### src/rtl/lc3b_types.sv
// Shared LC-3b datapath types, plus the state and client encodings used by
// the cache-to-physical-memory arbiter.
package lc3b_types;

  typedef logic [15:0]  lc3b_word;
  typedef logic [127:0] lc3b_line;

  localparam int LC3B_LINE_OFFSET_BITS = 4;

  typedef enum logic [1:0] {
    ARB_IDLE,
    ARB_GRANT_I,
    ARB_GRANT_D
  } arb_state_t;

  typedef enum logic {
    CLIENT_I,
    CLIENT_D
  } arb_client_t;

endpackage

### src/rtl/cache_arbiter.sv
// Serialises I-cache and D-cache line transactions onto the single physical
// memory port, one in flight at a time, and steers the completion back.
module cache_arbiter
  import lc3b_types::*;
#(
  parameter int ADDR_BITS       = 16,
  parameter int LINE_BITS       = 128,
  parameter int OFFSET_BITS     = LC3B_LINE_OFFSET_BITS,
  parameter int DCACHE_PRIORITY = 0
) (
  input  logic                 clk,
  input  logic                 rst_n,

  input  logic                 i_mem_read,
  input  logic                 i_mem_write,
  input  logic [ADDR_BITS-1:0] i_mem_address,
  input  logic [LINE_BITS-1:0] i_mem_wdata,
  output logic [LINE_BITS-1:0] i_mem_rdata,
  output logic                 i_mem_resp,

  input  logic                 d_mem_read,
  input  logic                 d_mem_write,
  input  logic [ADDR_BITS-1:0] d_mem_address,
  input  logic [LINE_BITS-1:0] d_mem_wdata,
  output logic [LINE_BITS-1:0] d_mem_rdata,
  output logic                 d_mem_resp,

  output logic                 pmem_read,
  output logic                 pmem_write,
  output logic [ADDR_BITS-1:0] pmem_address,
  output logic [LINE_BITS-1:0] pmem_wdata,
  input  logic [LINE_BITS-1:0] pmem_rdata,
  input  logic                 pmem_resp
);

  localparam logic [ADDR_BITS-1:0] ALIGN_MASK = {ADDR_BITS{1'b1}} << OFFSET_BITS;

  arb_state_t            r_state;
  arb_client_t           r_last_grant;
  logic                  r_pmem_read;
  logic                  r_pmem_write;
  logic [ADDR_BITS-1:0]  r_pmem_address;
  logic [LINE_BITS-1:0]  r_pmem_wdata;

  logic                  w_i_req;
  logic                  w_d_req;
  logic                  w_grant_d;

  // A tie goes to D under fixed priority, otherwise to whoever was not served last.
  function automatic logic pick_d(input logic req_i, input logic req_d,
                                  input arb_client_t last);
    if (req_i && req_d) begin
      return (DCACHE_PRIORITY != 0) ? 1'b1 : (last == CLIENT_I);
    end
    return req_d;
  endfunction

  assign w_i_req   = i_mem_read | i_mem_write;
  assign w_d_req   = d_mem_read | d_mem_write;
  assign w_grant_d = pick_d(w_i_req, w_d_req, r_last_grant);

  always_ff @(posedge clk) begin
    if (!rst_n) begin
      r_state        <= ARB_IDLE;
      r_last_grant   <= CLIENT_D;
      r_pmem_read    <= 1'b0;
      r_pmem_write   <= 1'b0;
      r_pmem_address <= '0;
      r_pmem_wdata   <= '0;
    end else begin
      case (r_state)
        ARB_IDLE: begin
          if (w_i_req || w_d_req) begin
            // Write wins when a client raises both strobes.
            if (w_grant_d) begin
              r_state        <= ARB_GRANT_D;
              r_last_grant   <= CLIENT_D;
              r_pmem_read    <= ~d_mem_write;
              r_pmem_write   <= d_mem_write;
              r_pmem_address <= d_mem_address & ALIGN_MASK;
              r_pmem_wdata   <= d_mem_wdata;
            end else begin
              r_state        <= ARB_GRANT_I;
              r_last_grant   <= CLIENT_I;
              r_pmem_read    <= ~i_mem_write;
              r_pmem_write   <= i_mem_write;
              r_pmem_address <= i_mem_address & ALIGN_MASK;
              r_pmem_wdata   <= i_mem_wdata;
            end
          end
        end
        ARB_GRANT_I, ARB_GRANT_D: begin
          if (pmem_resp) begin
            r_state      <= ARB_IDLE;
            r_pmem_read  <= 1'b0;
            r_pmem_write <= 1'b0;
          end
        end
        default: begin
          r_state      <= ARB_IDLE;
          r_pmem_read  <= 1'b0;
          r_pmem_write <= 1'b0;
        end
      endcase
    end
  end

  assign pmem_read    = r_pmem_read;
  assign pmem_write   = r_pmem_write;
  assign pmem_address = r_pmem_address;
  assign pmem_wdata   = r_pmem_wdata;

  // A transaction being abandoned by reset must not complete to its client.
  assign i_mem_resp  = rst_n & pmem_resp & (r_state == ARB_GRANT_I);
  assign d_mem_resp  = rst_n & pmem_resp & (r_state == ARB_GRANT_D);
  assign i_mem_rdata = pmem_rdata;
  assign d_mem_rdata = pmem_rdata;

endmodule

### config.mk
export PLATFORM = sky130hd
export DESIGN_NAME = cache_arbiter
export DESIGN_NICKNAME = d
export VERILOG_FILES = /design/src/rtl/lc3b_types.sv /design/src/rtl/cache_arbiter.sv
export SDC_FILE = /design/constraint.sdc
export NUM_CORES = 1
export LEC_CHECK = 0
export ABC_AREA = 1
export CAP_MARGIN = 20
export CORE_AREA = 2 2 318 320
export DETAILED_ROUTE_END_ITERATION = 12
export DIE_AREA = 0 0 320 322
export GPL_TIMING_DRIVEN = 0
export SYNTH_ARGS = -nofsm -noshare
export SYNTH_HDL_FRONTEND = slang
export SYNTH_SLANG_ARGS = --single-unit
### constraint.sdc
create_clock -name clk -period 1.51 [get_ports clk]
set_clock_uncertainty 0.15 [all_clocks]
set_input_delay 0.2265 -clock clk [delete_from_list [all_inputs] [get_ports clk]]
set_output_delay 0.2265 -clock clk [all_outputs]
set_load 0.02 [all_outputs]
==> flow_metrics.tcl <==
set metrics [dict create \
    crit_cells 11 \
    rows 116 \
    min_to "pmem_write" \
    gp_congestion 0.923 \
    grt_max_degree 17 \
    ant_nets 0 \
    violations "negative setup slack" \
    cap_viol_max_count 0 \
    reg2reg_to "pmem_wdata[76]" \
    grt.overflow.total 0 \
    placed_cell_area_um2 17900 \
    cts_tree "done" \
    pwr-share-comb 0.596 \
    p_sw_frac 0.436 \
    detail_route.first_pass.iterations 4 \
    timing.final.crit_share 1.21 \
    regToRegStartpoint "r_state[0]" \
    slowest_delay_ns 0.37 \
    vias 11693 \
    synth.avg_cell_area_um2 6.21 \
    drtIter0Drc 413 \
    track_usage 0.117 \
    min_from "i_mem_write" \
    finalHoldViolations 0 \
    clkSinkCount 145 \
    cp-end-kind "flop" \
    status "complete, but fails checks" \
    clk_latency_ns 0.48 \
    viasPerCell 3.28 \
    hold_buffers 0 \
    reg2reg_setup_slack_ns -0.31 \
    maxSlewHeadroom 0.545 \
    min_path_cells 5 \
    intPower_mw 14.6 \
    worstHoldPathType "primary input to flop" \
    pre_cts_ws_ns -1.57 \
    setup_ws_ns -0.312 \
    io_pins 827 \
    crit_fanout 6 \
    grt_pass1_vias 11055 \
    antenna_found_initial 4 \
    crit_chain "inv_4 > ha_4 > nand2_8 > inv_16 > buf_12 > buf_16 > buf_12 > buf_16 > nand3_4 > nand2_2 > inv_1" \
    areaGrowthSynthToFinish_pct 123 \
    synth_seq_cells 145 \
    synth_seq_area_share 0.311 \
    slew_viol_final 0 \
    netlist_area_um2 9330 \
    crit_type "flop to flop" \
    die_area_um2 103000 \
    hpwl_mm 49.3 \
    drcViolationCount 0 \
    initial_utilization 0.0937 \
    leakagePower_nw 10.0 \
    critical_path.top_delay_family "buffers and inverters" \
    cts-buffers-inserted 17 \
    finalSetupViolations 143 \
    worstPathArrival_ns 2.06 \
    wl_per_cell_um 17.8 \
    powerDensity_nw_per_um2 1240 \
    cts.path.max_buffers 2 \
    synth.distinct_cells 19 \
    cp-start-kind "flop" \
    worstPathRequired_ns 1.74 \
    finalCriticalPeriod_ns 1.82 \
    routed_wl_mm 63.5 \
    core-area_um2 99600 \
    nets 2683 \
    finish.instance_area_um2 20800 \
    drive_gt1_frac 0.354 \
    h-tree-depth 4 \
    path_clk_slew_ns 0.07 \
    die_w_um 320 \
    cts.root.buffer_cell "clkbuf_16" \
    p_seq_frac 0.216 \
    worst_slew_pin_slew_ns 0.683 \
    grt_pass1_wl_mm 82.3 \
    p_clk_frac 0.187 \
    slowest_stage "dfxtp_4" \
    reg2reg_depth 11 \
    peakVddDrop_v 0.000642 \
    tns_ns -28.33 \
    synth_warnings 0 \
    rsz0062_at_grt "true" \
    portBuffers 686 \
    cp_num_buf_inv 7 \
    p_switching_mw 11.2 \
    fp.dieH_um 322 \
    syn_inst 1501 \
    max_freq_ghz 0.549 \
]
-- stage by stage --
| step | util | total power [mW] | hold WS (ns) | std cells |
|---|---|---|---|---|
| final | 0.209 | 25.8 | 0.0865 | 3570 |
| after global routing | 0.209 | 27.4 | 0.0852 | 3568 |
| after CTS | 0.207 | 25.8 | 0.125 | 3569 |
| after global placement | 0.179 | 17.0 | 0.306 | 3488 |
| after detailed placement | 0.179 | 17.1 | 0.319 | 3490 |
| after floorplan | - | 11.1 | 0.267 | 1504 |
-- cell type report --
cell class                      instances  area (µm²)
Antenna cell                            2        5.00
Buffer                                331        2810
Clock buffer                           18         429
Clock inverter                         14         204
Fill cell                           11086       78800
Inverter                              148         598
Multi-Input combinational cell        876        4900
Sequential cell                       145        2930
Tap cell                             1298        1620
Timing Repair Buffer                  738        7310
-- sequential cells by signal, summed over array words and instances, names as in the netlist --
name,cells
pmem_address,12
pmem_read,1
pmem_wdata,128
pmem_write,1
r_last_grant,1
r_state,2
-- metal layers --
layer  global-route usage  wire (µm)  up-vias
li1                     -          -     5743
met1                0.139      26600     5318
met2                0.188      29700      556
met3               0.0406       5100       72
met4               0.0558       2120        4
met5                    0         22        -
-- cells in the mapped netlist, drive strengths merged --
master | instances | area, µm²
conb | 1 | 3.75
a21oi | 5 | 25.0
buf | 317 | 2290
and3 | 2 | 12.5
nand2 | 433 | 1640
dfxtp | 145 | 2900
inv | 148 | 556
nor2 | 284 | 1070
clkbuf | 18 | 67.6
nand3 | 143 | 716
o21ai | 2 | 13.8
ha | 3 | 37.5
-- worst min-delay path, cell delays in order --
cell and delay [ns]:
dlymetal6s2s_1 0.19, nand2_1 0.11, nand2_1 0.05, nand2_1 0.05
a21oi_1 0.05
-- worst max path at each step --
stage | from | endpoint
6_report | r_state[0] | pmem_wdata[76]
5_1_grt | r_state[0] | pmem_wdata[76]
4_1_cts | r_state[0] | d_mem_resp
3_5_place_dp | d_mem_write | pmem_wdata[105]
3_3_place_gp | d_mem_write | pmem_wdata[105]
2_1_floorplan | r_state[0] | pmem_wdata[100]
-- placed cells by master, fill, tap and decap left out, drive strengths merged --
cell,n
clkdlybuf4s50,540
nand2,433
buf,393
nor2,284
inv,151
clkbuf,151
dfxtp,145
nand3,143
a21oi,5
conb,4
clkinv,4
bufinv,4
ha,3
clkinvlp,3
diode,2
and3,2
o21ai,2
bufbuf,1
dlygate4sd2,1
dlymetal6s2s,1
-- power by group through the flow --
stage	clock network (mW)	logic [mW]	registers [mW]
2_1_floorplan	0	4.61	6.50
3_3_place_gp	0	11.6	5.43
3_5_place_dp	0	11.6	5.47
4_1_cts	5.12	15.2	5.49
5_1_grt	5.19	16.5	5.70
6_report	4.84	15.4	5.59
-- repair_timing --
action	4_1_cts	5_1_grt
pin swaps	97	76
resized for setup	586	493
endpoints found under the setup margin	289	274
cloned	21	4
buffers inserted	27	3
endpoints found under the hold margin	0	0
-- cells by family after synthesis --
| kind of cell | count (synthesis) | synth area share |
|---|---|---|
| AO/OA/AOI/OAI | 7 | 0.00416 |
| other | 1 | 0.000402 |
| adder cells (fa/ha/maj) | 3 | 0.00403 |
| flip-flops | 145 | 0.311 |
| buffers and inverters | 483 | 0.312 |
| AND/OR/NAND/NOR | 862 | 0.368 |
Power figures use the tool's default switching activity.
